`src/rtl/brg_pkg.sv`:
```
// Shared types and constants for the USART fractional baud-rate generator.
// BRR layout is mantissa[15:4], fraction[3:0].
package brg_pkg;

    localparam int BRG_MANT_W = 12;
    localparam int BRG_FRAC_W = 4;
    localparam int BRG_MOD16  = 16;
    localparam int BRG_MOD8   = 8;

    typedef struct packed {
        logic [BRG_MANT_W-1:0] mant;
        logic [BRG_FRAC_W-1:0] frac;
    } brr_t;

    // Fraction modulus M: 16 for 16x oversampling, 8 for 8x.
    function automatic logic [BRG_FRAC_W:0] brg_modulus(input logic over8);
        return over8 ? (BRG_FRAC_W+1)'(BRG_MOD8) : (BRG_FRAC_W+1)'(BRG_MOD16);
    endfunction

    // Effective fraction F: bit 3 is ignored in 8x mode.
    function automatic logic [BRG_FRAC_W-1:0] brg_frac(input brr_t brr, input logic over8);
        return over8 ? {1'b0, brr.frac[BRG_FRAC_W-2:0]} : brr.frac;
    endfunction

endpackage

```
`src/rtl/brg_frac_acc.sv`:
```
// Fractional accumulator: adds F once per divided period and reports whether the
// current period must be stretched by one cycle (the accumulator wraps past M).
module brg_frac_acc
    import brg_pkg::*;
(
    input  logic                  i_CLK,
    input  logic                  i_RST_B,
    input  logic [BRG_FRAC_W-1:0] frac,
    input  logic [BRG_FRAC_W:0]   modulus,
    input  logic                  step,
    input  logic                  clear,
    output logic                  carry
);

    logic [BRG_FRAC_W-1:0] acc;
    logic [BRG_FRAC_W:0]   sum;
    logic [BRG_FRAC_W:0]   mod_mask;

    always_comb begin
        sum      = {1'b0, acc} + {1'b0, frac};
        carry    = (sum >= modulus);
        mod_mask = modulus - 1'b1;
    end

    // NOTE: sequential state uses non-blocking assignments so every register samples
    // pre-edge values; the reset branch is asynchronous via the sensitivity list.
    always_ff @(posedge i_CLK or posedge i_RST_B) begin
        if (i_RST_B) begin
            acc <= '0;
        end else if (clear) begin
            acc <= '0;
        end else if (step) begin
            // M is a power of two, so masking is the modulo; it also drops acc[3]
            // when 8x mode is entered with a 16x accumulator value.
            acc <= sum[BRG_FRAC_W-1:0] & mod_mask[BRG_FRAC_W-1:0];
        end
    end

endmodule

```
`src/rtl/baud_rate_generator.sv`:
```
// USART fractional baud-rate divider: emits a one-cycle oversampling tick whose
// average period is USARTDIV = MANT + F/M kernel clock cycles.
module baud_rate_generator
    import brg_pkg::*;
(
    input  logic        i_CLK,
    input  logic        i_RST_B,
    input  logic        i_OVER8,
    input  logic [15:0] i_USARTBRR,
    output logic        o_BRGCLK
);

    brr_t                  brr;
    logic [BRG_MANT_W-1:0] cnt;
    logic                  carry;
    logic                  idle;
    logic                  terminal;
    logic [BRG_MANT_W:0]   period;
    logic [BRG_MANT_W:0]   last_cnt;

    assign brr = brr_t'(i_USARTBRR);

    // Live BRR is compared with >= so a smaller divisor ends the current period at once.
    always_comb begin
        idle     = (brr.mant == '0);
        period   = {1'b0, brr.mant} + {{BRG_MANT_W{1'b0}}, carry};
        last_cnt = period - 1'b1;
        terminal = ({1'b0, cnt} >= last_cnt);
    end

    brg_frac_acc u_frac_acc (
        .i_CLK   (i_CLK),
        .i_RST_B (i_RST_B),
        .frac    (brg_frac(brr, i_OVER8)),
        .modulus (brg_modulus(i_OVER8)),
        .step    (!idle && terminal),
        .clear   (idle),
        .carry   (carry)
    );

    always_ff @(posedge i_CLK or posedge i_RST_B) begin
        if (i_RST_B) begin
            cnt      <= '0;
            o_BRGCLK <= 1'b0;
        end else if (idle) begin
            cnt      <= '0;
            o_BRGCLK <= 1'b0;
        end else if (terminal) begin
            cnt      <= '0;
            o_BRGCLK <= 1'b1;
        end else begin
            cnt      <= cnt + 1'b1;
            o_BRGCLK <= 1'b0;
        end
    end

endmodule

```
`config.mk`:
```
export PLATFORM = sky130hd
export DESIGN_NAME = baud_rate_generator
export DESIGN_NICKNAME = d
export VERILOG_FILES = /design/src/rtl/brg_pkg.sv /design/src/rtl/brg_frac_acc.sv /design/src/rtl/baud_rate_generator.sv
export SDC_FILE = /design/constraint.sdc
export NUM_CORES = 1
export LEC_CHECK = 0
export ABC_AREA = 1
export ABC_CLOCK_PERIOD_IN_PS = 3400
export CORE_MARGIN = 2
export CORE_UTILIZATION = 48
export CTS_CLUSTER_SIZE = 28
export DETAILED_ROUTE_END_ITERATION = 10
export HOLD_SLACK_MARGIN = 0.02
export PLACE_DENSITY_LB_ADDON = 0.25
export SKIP_CTS_REPAIR_TIMING = 1
export SLEW_MARGIN = 5
export SYNTH_ARGS = -nofsm -noshare
export SYNTH_HDL_FRONTEND = slang
export SYNTH_SLANG_ARGS = --single-unit
```
`constraint.sdc`:
```
create_clock -name i_CLK -period 3.4 [get_ports i_CLK]
set_input_delay 0.34 -clock i_CLK [delete_from_list [all_inputs] [get_ports i_CLK]]
set_output_delay 0.34 -clock i_CLK [all_outputs]
set_load 0.03 [all_outputs]
```
# --- After elaboration in Yosys (flattened, before gate mapping) ---
# Cells that the tools add are included.
totals:
  register_bits: 17
  wordCells: 23
op_classes:
  n_addsub: 5
  order_cmp: 2
  mux: 8
  n_bitwise: 1
  n_reduce_logical: 4
ops:
  columns: ["op", "count"]
  rows:
  - ["$mux 12", 2]
  - ["$add 12x1->13", 1]
  - ["$ge 12x13->1", 1]
  - ["$sub 13x1->13 const B", 1]
  - ["$add 12x1->12 const B", 1]
  - ["$logic_not 12->1", 1]
  - ["$mux 4", 3]
  - ["$add 4x4->5", 1]
  - ["$ge 5x5->1", 1]
  - ["$mux 5", 1]
  - ["$and 4x4->4", 1]
  - ["$sub 4x1->4 const B", 1]
  - ["$mux 1", 2]
  - ["$reduce_bool 2->1", 1]
  - ["$logic_and 1x1->1", 1]
  - ["$logic_not 1->1", 1]

# --- Longest topological paths before layout ---
logic_depth:
  depth_word: 9
  mapped_depth: 29

# --- Modules after synthesis ---
# From an unflattened synthesis, not the netlist that was laid out.
hier_totals:
  cells_unflattened: 254
  area_unflattened_um2: 1825.5
modules_own_cells:
  columns: ["mod", "instances", "cells_each", "area_per_inst_um2"]
  rows:
  - ["baud_rate_generator", 1, 186, 1321.3]
  - ["brg_frac_acc", 1, 68, 504.2]

# --- Worst setup path after synthesis ---
# Ideal clock, no wire load.
synth_timing:
  path_type: "register to register"
  start: "register u_frac_acc.acc[2]"
  end: "register cnt[6]"
  arrival_ps: 3638
  required_time_ps: 3331
  slack_ps: -307
  path_stages_with_launch: 25
  path_buffers: 1
  synth_period_minus_slack_ps: 3707
  cell_sequence: "dfrtp_1 -> ha_1 -> a21oi_1 -> nand2_1 -> xor2_1 -> inv_1 -> ha_1 -> nand2_1 -> o21ai_0 -> a21o_1 -> inv_1 -> ha_1 -> ha_1 -> nand2_2 -> nor2_4 -> nand2_2 -> nor4_1 -> xnor2_1 -> ha_1 -> a21oi_1 -> nor2_1 -> o21ai_4 -> nand3_4 -> buf_6 -> nor2_2"
synth_between:
  elab_chain_len: 7
synth_rtl:
  columns: ["element", "line_no", "rtl"]
  rows:
  - ["start, declared", "brg_frac_acc.sv:15", "logic [BRG_FRAC_W-1:0] acc;"]
  - ["start signal, assigned", "brg_frac_acc.sv:35", "acc <= sum[BRG_FRAC_W-1:0] & mod_mask[BRG_FRAC_W-1:0];"]
  - ["$add 4x4->5", "brg_frac_acc.sv:20", "sum = {1'b0, acc} + {1'b0, frac};"]
  - ["$ge 5x5->1", "brg_frac_acc.sv:21", "carry = (sum >= modulus);"]
  - ["$add 12x1->13", "baud_rate_generator.sv:26", "period = {1'b0, brr.mant} + {{BRG_MANT_W{1'b0}}, carry};"]
  - ["$sub 13x1->13", "baud_rate_generator.sv:27", "last_cnt = period - 1'b1;"]
  - ["$ge 12x13->1", "baud_rate_generator.sv:28", "terminal = ({1'b0, cnt} >= last_cnt);"]
  - ["$mux 12", "baud_rate_generator.sv:48", "end else if (terminal) begin"]
  - ["$mux 12", "baud_rate_generator.sv:45", "end else if (idle) begin"]
  - ["end signal, assigned", "baud_rate_generator.sv:52", "cnt <= cnt + 1'b1;"]
  - ["end, declared", "baud_rate_generator.sv:14", "logic [BRG_MANT_W-1:0] cnt;"]
# Every way passes these cells.
# A chain may end at the register's enable or synchronous reset.

# --- Worst setup path in the final report ---
layout_timing:
  start: "input port i_USARTBRR[0]"
  end: "register u_frac_acc.acc[1]"
layout_between:
  elab_chain_len: 8
  elab_cells_between_ends: 11
  cone_classes: "add/sub: 3; order compare: 2; mux: 3; bitwise: 1; reduce/logical: 2"
layout_rtl:
  columns: ["element", "line_no", "rtl"]
  rows:
  - ["start, declared", "baud_rate_generator.sv:9", "input logic [15:0] i_USARTBRR,"]
  - ["$mux 4 (*)", "brg_pkg.sv:22", "return over8 ? {1'b0, brr.frac[BRG_FRAC_W-2:0]} : brr.frac;"]
  - ["$add 4x4->5 (*)", "brg_frac_acc.sv:20", null]
  - ["$ge 5x5->1", "brg_frac_acc.sv:21", null]
  - ["$add 12x1->13", "baud_rate_generator.sv:26", null]
  - ["$sub 13x1->13", "baud_rate_generator.sv:27", null]
  - ["$ge 12x13->1", "baud_rate_generator.sv:28", null]
  - ["$logic_and 1x1->1", "baud_rate_generator.sv:36", ".step (!idle && terminal),"]
  - ["$reduce_bool 2->1 (no line)", null, null]
# Mark *: on every way between the ends. The rest lies on a longest branch, timed or not. The select of a mux whose other input is x is not followed.

==> impl_summary.md <==
Outcome
The flow ran to the end, but the final reports show violations. The final reports fail on setup timing.

Die
The die covers about 0.0038 mm^2. The floorplan core area is around 0.0031 mm^2. During I/O placement, the number of pins put on the boundary was 20. The standard-cell row count is 20. In this run the horizontal extent of the chip is between 60 and 70 um. The y dimension of the die is approximately 60 um.

The initial cell density of the core is 0.512.

Final layout
The count of antenna diodes in the layout is 0. At the end of the flow the core is filled with cells to 0.707. The area growth from synthesis to layout is 38.0%. The area of all placed cells without fillers is 0.00217 mm^2. The final net count is 280. Of the cells placed in the final design, the portion with a size suffix greater than 1 is 0.312. In the layout the commonest cells are 28 x sky130_fd_sc_hd__nand2_1, 24 x sky130_fd_sc_hd__inv_1, 17 x sky130_fd_sc_hd__dfrtp_1. The library cell used most frequently in the layout, excluding fill and tap cells, is sky130_fd_sc_hd__nand2_1.

CTS
Clock tree synthesis selected as its root buffer the cell sky130_fd_sc_hd__clkbuf_4. The TritonCTS buffer count is 3. The deepest level of the CTS H-tree is 1. In this run the deepest clock path goes through 2 buffers. TritonCTS built the clock tree. For this design, the sink count on the clock tree is 17. Clock-pin slew was measured on the worst setup and hold paths at around 0.090 ns. The latest clock arrival within the worst-skew pair is 0.29 ns.

Drt
The pre-antenna-repair detailed-routing pass consisted of 4 iterations. The detail route stage leaves a number of antenna-violating nets equal to 0. Using the TritonRoute via totals, the vias-per-cell ratio works out to roughly 5.0.

Dividing the detail-routed wire length by the instance count gives roughly 12 um. The iteration-0 DRC count of the detailed router is 65. Detailed routing inserted a total of between 1000 and 1500 vias. The DRC violation count after routing is 0. Wires add up to 3310 um.

Global route
The global routing usage on met2 is 0.313. The met1 usage in global routing is 0.273. The global-route usage over all layers is 0.192.

The global routing met3 resource utilization is 0.0126. The first global-routing pass estimated 5420 um of wire. The number of antenna violations at the first check in global routing is 0. Entering global routing, the biggest net connects 18 pins.

The layer flagged by global routing as most heavily used is met2. The residual overflow from global routing is 0. The via count of the first global-routing pass was between 1000 and 1500.

Timing
On the final layout, the worst hold slack is about 0.41 ns. The count of endpoints failing hold in the final timing report is 0. For the pin with the worst max-slew slack, the measured transition is 0.601 ns. The final count of pins violating max slew was 0. The setup violation total in the final timing report is 17. The clock period minus final worst setup slack is around 3.8 ns. Based on the critical path, the design can be clocked at up to between 0.2 and 0.3 GHz. The worst setup margin is -0.412 ns.

Headroom to the max-slew limit came out at 0.599. Setup repair after global routing could not meet its margin everywhere. For the final database, setup skew stands at 0.00696 ns. The post-route clock period utilization is 1.12.

Synth
Of all cell types, the one taking the most synthesized area is sky130_fd_sc_hd__dfrtp_1. The portion of the post-synthesis area used by sequential elements is 0.270. The number of nets in the synthesized netlist is between 200 and 250. The number of instances in the synthesized netlist is 196. Counting flops and latches in the post-synthesis netlist gives 17.

The synthesized netlist contains 29 unique library cells. The area share of the leading cell type in the synthesized netlist is 0.270. The mean instance size in the synthesized netlist is 8.04 um^2. The Yosys step of the flow raised 0 warnings. The post-synthesis instance area is 0.00158 mm^2. Sorting the synthesized cells by area gives the leading types as sky130_fd_sc_hd__dfrtp_1 27%, sky130_fd_sc_hd__ha_1 17%, sky130_fd_sc_hd__nand2_1 7.4%, sky130_fd_sc_hd__inv_1 6.2%, sky130_fd_sc_hd__xor2_1 6.1%.

Setup path
The highest cell delay on the worst timing path is 0.41 ns. STA classifies the critical path startpoint as a primary input. The maximum fanout along the worst path is 5. For this design, the slowest cell found on the critical path is sky130_fd_sc_hd__clkdlybuf4s50_1.

The signal on the critical path passes through clkdlybuf4s50_1 -> ha_2 -> fa_2 -> a21oi_2 -> o21bai_1 -> ha_1 -> a21o_1 -> inv_2 -> ha_4 -> ha_4 -> nand2_4 -> nor2_4 -> nand2_4 -> nor2_4 -> xor2_1 -> ha_1 -> a21oi_1 -> nand2_1 -> nor2_1 -> nand2_1 -> nand2_4 -> nand2_4 -> nand3_1 -> nand2_1. The buffering stage count on the worst path with inverters included is 2. The most frequent cell on the critical path is sky130_fd_sc_hd__nand2_4. Data on the critical path arrives at its endpoint at slightly below 4 ns. By startpoint and endpoint, the worst setup path is classified as primary input to flip-flop. The endpoint kind of the worst setup timing path is a flip-flop. STA puts the critical path data required time at between 3 and 4 ns.

In this design, the largest share of critical-path delay is due to adder cells.

Placement
Detailed placement finished with a half-perimeter wire length of 2600 um. Once placement finished, the instance area stood at approximately 0.0020 mm^2. The count of buffers added on input and output ports is 19. The final estimated routing congestion in global placement is around 0.80.

Timing analysis after detailed placement gives a worst setup slack of -0.812 ns.

Run
Across the run, the number of max-cap violations was 0.

Min path
The path class of the tightest hold or removal check is primary input to asynchronous set/reset pin.

Pwr
Summed over all cells, the static leakage comes to between 1 and 1.5 nW. The worst ir drop on vdd is approximately 0.00033 V. For this design the ratio of total power to cell area is roughly 520 mW/mm^2.
==> state kept, by name, indices dropped and copies added (netlist names) <==
register        flops
u_frac_acc.acc      4
o_BRGCLK            1
cnt                12
==> where the power goes <==
part           total (mW)  leakage [nW]  internal (mW)  switching [mW]
Clock               0.101        0.0150         0.0456          0.0558
Combinational       0.671         0.868          0.356           0.315
Sequential          0.356         0.220          0.271          0.0854
==> area by class of cell <==
class,count,area [um^2]
Clock buffer,4,26.3
Fill cell,236,903
Inverter,27,101
Multi-Input combinational cell,152,1220
Sequential cell,17,425
Tap cell,44,55.1
Timing Repair Buffer,37,343
==> synthesized netlist by cell type <==
cell,count
sky130_fd_sc_hd__or2_2,3
sky130_fd_sc_hd__and3_1,1
sky130_fd_sc_hd__nor2_1,19
sky130_fd_sc_hd__nand3_2,1
sky130_fd_sc_hd__xnor2_1,6
sky130_fd_sc_hd__buf_6,1
sky130_fd_sc_hd__nor2_2,11
sky130_fd_sc_hd__inv_1,26
sky130_fd_sc_hd__nand2_1,31
sky130_fd_sc_hd__nor3_1,1
sky130_fd_sc_hd__ha_1,22
sky130_fd_sc_hd__nand3b_1,2
sky130_fd_sc_hd__fa_1,1
sky130_fd_sc_hd__inv_2,1
sky130_fd_sc_hd__nand3_1,8
sky130_fd_sc_hd__nand3_4,1
sky130_fd_sc_hd__dfrtp_1,17
sky130_fd_sc_hd__o21ai_4,1
sky130_fd_sc_hd__a31o_2,1
sky130_fd_sc_hd__a21boi_0,1
sky130_fd_sc_hd__nand2_2,4
sky130_fd_sc_hd__nor2_4,3
sky130_fd_sc_hd__o21ai_0,3
sky130_fd_sc_hd__a21oi_1,8
sky130_fd_sc_hd__o21bai_1,1
sky130_fd_sc_hd__nand4_1,9
sky130_fd_sc_hd__a21o_1,1
sky130_fd_sc_hd__nor4_1,1
sky130_fd_sc_hd__xor2_1,11
==> cell families after synthesis <==
kind of cell / Yosys count / share of synthesized area
adder cells (fa/ha/maj): 23 / 0.187
flip-flops: 17 / 0.270
buffers and inverters: 28 / 0.0715
AND/OR/NAND/NOR: 95 / 0.311
AO/OA/AOI/OAI: 16 / 0.0651
XOR/XNOR: 17 / 0.0945
==> metal layers <==
layer | share of wire | vias up
met1 | 0.50 | 652
li1 | - | 730
met2 | 0.48 | 15
met3 | 0.019 | 0
met4 | 0 | 0
met5 | 0 | -
==> per-stage QoR <==
step	setup TNS (ns)	std cells	power (mW)
2_1_floorplan	-2.02	196	0.759
6_report	-6.61	281	1.13
5_1_grt	-9.50	281	1.27
3_5_place_dp	-13.30	273	0.964
3_3_place_gp	-11.34	273	0.934
4_1_cts	-8.18	277	1.07
==> path summary, 6_finish.rpt <==
path / end / startpoint / slack, ns / depth (start not counted)
setup / recovery: u_frac_acc.acc[1] / i_USARTBRR[0] / -0.41 / 24
hold / removal: cnt[4] / i_RST_B / 0.41 / 2
setup reg to reg: u_frac_acc.acc[1] / u_frac_acc.acc[2] / -0.35 / 26
hold reg to reg: cnt[0] / cnt[0] / 0.50 / 1
max in group asynchronous: cnt[0] / i_RST_B / 2.59 / 2
min in group i_CLK: cnt[0] / cnt[0] / 0.50 / 1
(Power assumes the default switching activity.)
